`config.mk`:
```
export PLATFORM = sky130hd
export DESIGN_NAME = select_scan_sequencer
export DESIGN_NICKNAME = d
export VERILOG_FILES = /design/src/rtl/select_scan_pkg.sv /design/src/rtl/select_scan_sequencer_dwell_timer.sv /design/src/rtl/select_scan_sequencer.sv
export SDC_FILE = /design/constraint.sdc
export NUM_CORES = 1
export LEC_CHECK = 0
export CAP_MARGIN = 0
export CORE_UTILIZATION = 59
export CTS_CLUSTER_SIZE = 25
export DETAILED_ROUTE_END_ITERATION = 12
export GPL_TIMING_DRIVEN = 1
export PLACE_DENSITY = 0.84
export SLEW_MARGIN = 10
export SYNTH_ARGS = -nofsm -noshare
export SYNTH_HDL_FRONTEND = slang
export SYNTH_HIERARCHICAL = 1
export SYNTH_SLANG_ARGS = --single-unit
export TNS_END_PERCENT = 20
```
`constraint.sdc`:
```
create_clock -name clk -period 3.9 [get_ports clk]
set_input_delay 0.585 -clock clk [delete_from_list [all_inputs] [get_ports clk]]
set_output_delay 0.585 -clock clk [all_outputs]
set_load 0.01 [all_outputs]
```
`src/rtl/select_scan_pkg.sv`:
```
// Shared types and constants for the select-line scan sequencer.
package select_scan_pkg;

  typedef enum logic [1:0] {
    IDLE = 2'd0,
    RUN  = 2'd1,
    DONE = 2'd2
  } state_e;

  localparam int unsigned NUM_CODES = 8;
  localparam int unsigned CODE_W    = 3;
  localparam int unsigned DWELL_W   = 16;

  function automatic logic [CODE_W-1:0] bin2gray(input logic [CODE_W-1:0] bin);
    return bin ^ (bin >> 1);
  endfunction

endpackage

```
`src/rtl/select_scan_sequencer_dwell_timer.sv`:
```
// Dwell counter: counts 0..DWELL-1 while enabled, pulses tc on the last count.
module dwell_timer
  import select_scan_pkg::*;
#(
  parameter int unsigned DWELL = 100
) (
  input  logic clk,
  input  logic rst,
  input  logic clr,
  input  logic en,
  output logic tc
);

  localparam logic [DWELL_W-1:0] LAST = DWELL_W'(DWELL - 1);

  logic [DWELL_W-1:0] cnt_q, cnt_d;

  assign tc = en && (cnt_q == LAST);

  always_comb begin
    cnt_d = cnt_q;
    if (clr || tc) begin
      cnt_d = '0;
    end else if (en) begin
      cnt_d = cnt_q + 1'b1;
    end
  end

  always_ff @(posedge clk) begin
    if (rst) begin
      cnt_q <= '0;
    end else begin
      cnt_q <= cnt_d;
    end
  end

endmodule

```
`src/rtl/select_scan_sequencer.sv`:
```
// Steps decoder selects {a,b,c} through all eight codes, each held DWELL cycles.
// Define SCAN_GRAY_EN to emit the Gray-coded step index instead of binary.
module select_scan_sequencer
  import select_scan_pkg::*;
#(
  parameter int unsigned DWELL = 100
) (
  input  logic clk,
  input  logic rst,
  input  logic start,
  input  logic stop,
  input  logic mode,
  output logic a,
  output logic b,
  output logic c,
  output logic step_valid,
  output logic busy,
  output logic done
);

  state_e state_q, state_d;
  logic [CODE_W-1:0] idx_q, idx_d;
  logic [CODE_W-1:0] code_q, code_d;
  logic mode_q, mode_d;
  logic sv_q, sv_d;
  logic busy_q, done_q;
  logic run_en, tc;

  // Counter is held at zero outside RUN so each scan starts a full dwell.
  assign run_en = (state_q == RUN);

  dwell_timer #(
    .DWELL(DWELL)
  ) u_dwell_timer (
    .clk(clk),
    .rst(rst),
    .clr(!run_en),
    .en (run_en),
    .tc (tc)
  );

  always_comb begin
    state_d = state_q;
    idx_d   = idx_q;
    mode_d  = mode_q;
    sv_d    = 1'b0;
    case (state_q)
      IDLE: begin
        if (start && !stop) begin
          state_d = RUN;
          idx_d   = '0;
          mode_d  = mode;
          sv_d    = 1'b1;
        end
      end
      RUN: begin
        if (stop) begin
          state_d = IDLE;
        end else if (tc) begin
          if ((idx_q == CODE_W'(NUM_CODES - 1)) && !mode_q) begin
            state_d = DONE;
          end else begin
            idx_d = idx_q + 1'b1;
            sv_d  = 1'b1;
          end
        end
      end
      DONE:    state_d = IDLE;
      default: state_d = IDLE;
    endcase
  end

`ifdef SCAN_GRAY_EN
  assign code_d = bin2gray(idx_d);
`else
  assign code_d = idx_d;
`endif

  // Status flags are registered from the next state so outputs stay flop-driven.
  always_ff @(posedge clk) begin
    if (rst) begin
      state_q <= IDLE;
      idx_q   <= '0;
      code_q  <= '0;
      mode_q  <= 1'b0;
      sv_q    <= 1'b0;
      busy_q  <= 1'b0;
      done_q  <= 1'b0;
    end else begin
      state_q <= state_d;
      idx_q   <= idx_d;
      code_q  <= code_d;
      mode_q  <= mode_d;
      sv_q    <= sv_d;
      busy_q  <= (state_d == RUN);
      done_q  <= (state_d == DONE);
    end
  end

  assign a          = code_q[2];
  assign b          = code_q[1];
  assign c          = code_q[0];
  assign step_valid = sv_q;
  assign busy       = busy_q;
  assign done       = done_q;

endmodule

```
==> metrics.yaml, run 1 <==
worst_setup_path:
  max_stage_delay_ns: 1.02
  path_max_fanout: 16
  path_class: "flop to flop"
  path_cells: "nand2b_1, inv_1, nand2_1, o41ai_4, nor2_1"
  cp-start-kind: "flop"
  crit_family: "compound AO/OA/AOI/OAI gates"
  cp_num_buf_inv: 1
  endpoint_kind: "flop"
  crit_arrival_ns: 2.47
  crit_slowest_cell: "o41ai_4"
  worst_ep_required_time_ns: 4.06
timing:
  maxSlewHeadroom: 0.228
  maxSlewViolCount: 0
  skew_ns: 0.00315
  tightest_slew_ns: 1.15
  whs_ns: 0.490
  finalCritPeriodShare: 0.592
  finalHoldViolCount: 0
  fin_crit_ns: 2.31
  setup_tns_ns: 0
  grt_setup_unrepaired: "false"
  clock.fmax_ghz: 0.433
  setup_viol: 0
final_layout:
  area_growth_pct: 11.1
  instances_no_fill: 163
  fin_area_sq_mm: 0.00134
  antenna_cells: 0
  drive_gt1_frac: 0.147
  final_nets: 145
die:
  die_w_um: 47.3
  initial_core_util: 0.622
  die_h_um: 47.3
  dieArea_sq_mm: 0.00223
  row_count: 16
  ios: 11
  fp.coreArea_sq_mm: 0.00194
routing:
  wl_um: 2150
  avgRoutedWirePerCell_um: 13.2
  drcViolationCount: 0
  dr_total_vias: 904
  vias_per_cell: 5.55
  dr.first_iter.drc_count: 14
  postRouteAntennaNets: 0
  dr.pass1.iters: 4
power_and_ir_drop:
  power_leakage_nw: 0.459
  ir_worst_vdd_mv: 0.170
  p_total_w: 0.000391
  powerDensity_mw_per_mm2: 292
placement:
  dp_cells: 159
  numPortBuffers: 10
  placed_cell_area_sq_mm: 0.00132
  gp_congestion: 0.850
  place.detailed.hpwl_um: 1590
logic_synthesis:
  synth-edff-count: 0
  syn_inst: 125
  ys_ff_latch: 25
  synth_area_sq_mm: 0.00121
  synthArstFlopShare: 0
  synth_area_per_cell_sq_um: 9.67
  synth_area_leaders: "dfxtp_1 (41%), xnor2_1 (5.8%), nor2_2 (5.2%), nand3b_1 (3.7%), nor4_1 (3.6%)"
  yosysWarnings: 6
  yosysSeqAreaShare: 0.414
  ys.flop_type: "dfxtp_1"
  synth_top_cell_by_area: "dfxtp_1"
  synth_cell_types: 34
  synth.net_count: 133
  synth_top_area_frac: 0.414
clock_tree:
  cts_tree: "built"
  cts_sinks: 25
  clk_pin_slew_ns: 0.13
  cts_setup_buffers: 0
  clk_latency_ns: 0.31
  cts_root_buffer: "clkbuf_4"
  cts_buffers: 3
  cts_hold_buf: 0
  ctsResizeCount: 0
  cts.htree.levels: 1
  cts_buffer_depth: 2
run:
  maxCapViolations: 0
global_route:
  grt_max_degree: 17
  grt_pass1_wl_um: 3640
  first_global_vias: 856
  grt_overflow: 0
  grt_util_all_layers: 0.236
  antenna_found_initial: 0
outcome:
  outcome: "finished clean"
hold_path:
  hold_path_class: "flop to flop"
-- power by group --
| part | internal [W] | total (W) | leakage, nW | switching (W) |
|---|---|---|---|---|
| Sequential | 0.000258 | 0.000259 | 0.202 | 0.00000124 |
| Clock | 0.0000399 | 0.000112 | 0.0150 | 0.0000716 |
| Combinational | 0.0000102 | 0.0000212 | 0.242 | 0.0000110 |
-- path summary, 6_finish.rpt --
path	end	depth (start not counted)	slack, ns	from
hold / removal	u_dwell_timer/cnt_q[15]	2	0.49	u_dwell_timer/cnt_q[15]
hold reg to reg	u_dwell_timer/cnt_q[15]	2	0.49	u_dwell_timer/cnt_q[15]
setup reg to reg	u_dwell_timer/cnt_q[6]	5	1.59	state_q[1]
setup / recovery	u_dwell_timer/cnt_q[6]	5	1.59	state_q[1]
-- layout make-up --
class	instances	area, sq um
multi-input cells	94	671
fillers	164	599
flip-flops and latches	25	500
repair buffers	10	100
well taps	27	33.8
clock buffers	4	26.3
inverters	3	11.3
-- routing by layer --
| layer | routed length [um] | track usage | vias to the layer above |
|---|---|---|---|
| met2 | 986 | 0.364 | 11 |
| met3 | 51 | 0.0692 | 2 |
| li1 | - | - | 467 |
| met4 | 12 | 0.0686 | 0 |
| met5 | 0 | 0 | - |
| met1 | 1100 | 0.318 | 424 |
-- state kept, by name, indices dropped and copies added (netlist names) --
register / count
mode_q: 1
step_valid: 1
busy: 1
state_q: 2
u_dwell_timer/cnt_q: 16
code_q: 3
done: 1
-- cells in the final DEF (no fill, tap or decap) --
cell type | synthesis | final
a21oi_1 | 5 | 5
and3_1 | 2 | 2
and3b_1 | 1 | 1
and4_1 | 1 | 1
clkbuf_1 | 1 | 1
clkbuf_4 | 0 | 3
clkdlybuf4s50_1 | 0 | 10
dfxtp_1 | 25 | 25
ha_1 | 3 | 3
inv_1 | 3 | 3
mux2_4 | 1 | 1
mux2i_1 | 4 | 4
nand2_1 | 8 | 8
nand2b_1 | 1 | 1
nand3_1 | 4 | 4
nand3b_1 | 6 | 6
nand4_1 | 2 | 2
nand4_2 | 2 | 2
nor2_1 | 11 | 11
nor2_2 | 10 | 10
nor3_1 | 1 | 1
nor4_1 | 7 | 7
nor4_2 | 1 | 1
nor4bb_1 | 1 | 1
o2111ai_1 | 1 | 1
o21ai_0 | 1 | 1
o31ai_1 | 1 | 1
o41ai_4 | 1 | 1
or2_0 | 1 | 1
or2_2 | 1 | 1
or3_1 | 2 | 2
or4_1 | 1 | 1
or4b_4 | 1 | 1
xnor2_1 | 8 | 8
xor2_1 | 5 | 5
-- worst min-delay path, stage by stage (launching register included) --
cell and delay (ns):
dfxtp_1 0.34, o31ai_1 0.06, a21oi_1 0.05
-- cell usage after synthesis, drive strengths merged (4+ instances only) --
cell    number
nor2        21
dfxtp       25
nand3b       6
mux2i        4
xor2         5
nor4         8
nand3        4
xnor2        8
nand4        4
a21oi        5
nand2        8
-- cells by family after synthesis --
logic type                 after synthesis  share of synthesized area
DFF                                     25                      0.414
and+or+nand+nor                         64                      0.323
muxes                                    5                     0.0455
xor gates and xnor gates                13                     0.0942
adders and majority gates                3                     0.0311
AOI/OAI and AO/OA                        9                     0.0611
buffers and inverters                    6                     0.0311
-- stage by stage --
stage | setup slack [ns] | utilization
2_1_floorplan | 2.01 | -
3_3_place_gp | 1.72 | 0.678
3_5_place_dp | 1.62 | 0.678
4_1_cts | 1.60 | 0.691
5_1_grt | 1.39 | 0.691
6_report | 1.59 | 0.691
Power figures use the tool's default switching activity.
==> run 2: changes to the inputs <==
--- a/config.mk
+++ b/config.mk
@@ -6,11 +6,11 @@
 export NUM_CORES = 1
 export LEC_CHECK = 0
 export CAP_MARGIN = 0
-export CORE_UTILIZATION = 59
+export CORE_UTILIZATION = 55
 export CTS_CLUSTER_SIZE = 25
 export DETAILED_ROUTE_END_ITERATION = 12
 export GPL_TIMING_DRIVEN = 1
-export PLACE_DENSITY = 0.84
+export PLACE_DENSITY = 0.79
 export SLEW_MARGIN = 10
 export SYNTH_ARGS = -nofsm -noshare
 export SYNTH_HDL_FRONTEND = slang
==> constraint.sdc (replaced) <==
create_clock -name clk -period 2.2 [get_ports clk]
set_input_delay 0.33 -clock clk [delete_from_list [all_inputs] [get_ports clk]]
set_output_delay 0.33 -clock clk [all_outputs]
set_load 0.01 [all_outputs]
==> metrics.yaml, run 2 (same netlist as run 1, synthesis figures left out) <==
routing:
  drcViolationCount: 0  # unchanged
  dr.first_iter.drc_count: 26  # +12
  wl_met1_um: 1120  # +1.7%
  vias_per_cell: 5.27  # -5.0%
  dr.pass1.iters: 4  # unchanged
  routed-wl-met2_um: 928  # -5.9%
  wl_met3_um: 33  # -35%
  dr_total_vias: 885  # -2.1%
  top_layer: "met3"
  avgRoutedWirePerCell_um: 12.4  # -6.1%
  postRouteAntennaNets: 0  # unchanged
  wl_um: 2080  # -3.3%
placement:
  place_ws_ns: 0.239  # -1.38 ns
  place.detailed.hpwl_um: 1600  # +0.77%
  dp_cells: 164  # +3.1%
  numPortBuffers: 10  # unchanged
  gp_congestion: 0.861  # +1.3%
power_and_ir_drop:
  ir_worst_vdd_mv: 0.327  # +92%
  p_total_w: 0.000699  # +79%
  power_leakage_nw: 0.481  # +4.8%
  powerDensity_mw_per_mm2: 507  # +74%
worst_setup_path:
  cp_num_buf_inv: 0  # -1
  path_max_fanout: 6  # -10
  endpoint_kind: "flop"
  crit_arrival_ns: 2.16  # -0.31 ns
  worst_ep_required_time_ns: 2.41  # -1.65 ns
  path_class: "flop to flop"
  crit_slowest_cell: "nor4_1"
  max_stage_delay_ns: 0.43  # -0.59 ns
  crit_family: "simple AND/OR/NAND/NOR gates"
  path_cells: "nor4_2, nand2_1, nor4_1, o2111ai_1, mux2_4"
  cp-start-kind: "flop"
timing:
  setup_viol: 0  # unchanged
  maxSlewHeadroom: 0.730  # +0.502
  setup_tns_ns: 0  # unchanged
  clock.fmax_ghz: 0.512  # +18%
  finalCritPeriodShare: 0.888  # +0.296
  finalHoldViolCount: 0  # unchanged
  tightest_slew_ns: 0.401  # -0.753 ns
  skew_ns: 0.00948  # +0.00633 ns
  maxSlewViolCount: 0  # unchanged
  grt_setup_unrepaired: "false"
  fin_crit_ns: 1.95  # -0.355 ns
  timing.final.ws_setup_ns: 0.245  # -1.34 ns
die:
  dieArea_sq_mm: 0.00239  # +7.0%
  die_h_um: 48.9  # +3.4%
  row_count: 16  # unchanged
  ios: 11  # unchanged
  initial_core_util: 0.598  # -0.0247
  die_w_um: 48.9  # +3.4%
  fp.coreArea_sq_mm: 0.00202  # +4.1%
global_route:
  antenna_found_initial: 0  # unchanged
  grt_util_all_layers: 0.191  # -0.0444
  first_global_vias: 853  # -0.35%
  grt_max_degree: 14  # -3
  grt_overflow: 0  # unchanged
  grt_pass1_wl_um: 3680  # +1.1%
final_layout:
  final_cell_mix: "dfxtp_1 (25), nor2_1 (11), clkdlybuf4s50_1 (10), nor2_2 (10)"
  instances_no_fill: 168  # +3.1%
  antenna_cells: 0  # unchanged
  area_growth_pct: 14.2
  largest_reg_flops: 16  # unchanged
  largestRegisters: "u_dwell_timer/cnt_q: 16 flops, code_q: 3 flops, state_q: 2 flops"
  final_nets: 150  # +3.4%
  regMostFlops: "u_dwell_timer/cnt_q"
  layout_commonest_cell: "dfxtp_1"
  final_util: 0.683  # -0.00882
  drive_gt1_frac: 0.177  # +0.0302
clock_tree:
  cts.htree.levels: 1  # unchanged
  cts_tree: "built"
  clk_latency_ns: 0.31  # about the same
  cts_buffer_depth: 2  # unchanged
  cts_sinks: 25  # unchanged
  cts_buffers: 3  # unchanged
  ctsResizeCount: 0  # unchanged
  cts_root_buffer: "clkbuf_4"
  clk_pin_slew_ns: 0.14  # about the same
  cts_hold_buf: 0  # unchanged
  cts_setup_buffers: 0  # unchanged
run:
  maxCapViolations: 0  # unchanged
outcome:
  outcome: "finished clean"
hold_path:
  hold_path_class: "flop to flop"
[run 2: cell type report]
cell class | instances | area (sq um)
repair buffers | 15 | 138
fillers | 166 | 642
inverters | 3 | 11.3
clock buffers | 4 | 26.3
multi-input cells | 94 | 671
flip-flops and latches | 25 | 500
well taps | 27 | 33.8
[run 2: power by group]
| part | switching [W] | internal, W | leakage (nW) | total [W] |
|---|---|---|---|---|
| clock | 0.000130 | 0.0000707 | 0.0150 | 0.000201 |
| sequential | 0.00000213 | 0.000457 | 0.202 | 0.000459 |
| combinational | 0.0000193 | 0.0000208 | 0.264 | 0.0000401 |
| total | 0.000151 | 0.000548 | 0.481 | 0.000699 |
[run 2: worst reg2reg max path: stages, from the launching register on]
cell	delay (ns)
dfxtp_1	0.40
nor4_2	0.29
nand2_1	0.14
nor4_1	0.43
o2111ai_1	0.25
mux2_4	0.34
[run 2: final timing paths]
kind | slack (ns) | cells after the start | to | startpoint
worst max-delay path | 0.25 | 5 | code_q[0] | u_dwell_timer/cnt_q[4]
worst min-delay path | 0.50 | 2 | u_dwell_timer/cnt_q[15] | u_dwell_timer/cnt_q[15]
worst max register to register | 0.25 | 5 | code_q[0] | u_dwell_timer/cnt_q[4]
worst min register to register | 0.50 | 2 | u_dwell_timer/cnt_q[15] | u_dwell_timer/cnt_q[15]
[run 2: metal layers]
layer	vias up	GRT usage
li1	477	-
met4	0	0.0441
met1	399	0.279
met2	9	0.296
met5	-	0
met3	0	0.0280
[run 2: through the flow]
step                instance area, sq um  hold slack, ns
floorplan                           1210           0.409
global placement                    1350           0.459
detailed placement                  1350           0.475
CTS                                 1380           0.496
global route                        1380           0.518
finish                              1380           0.500
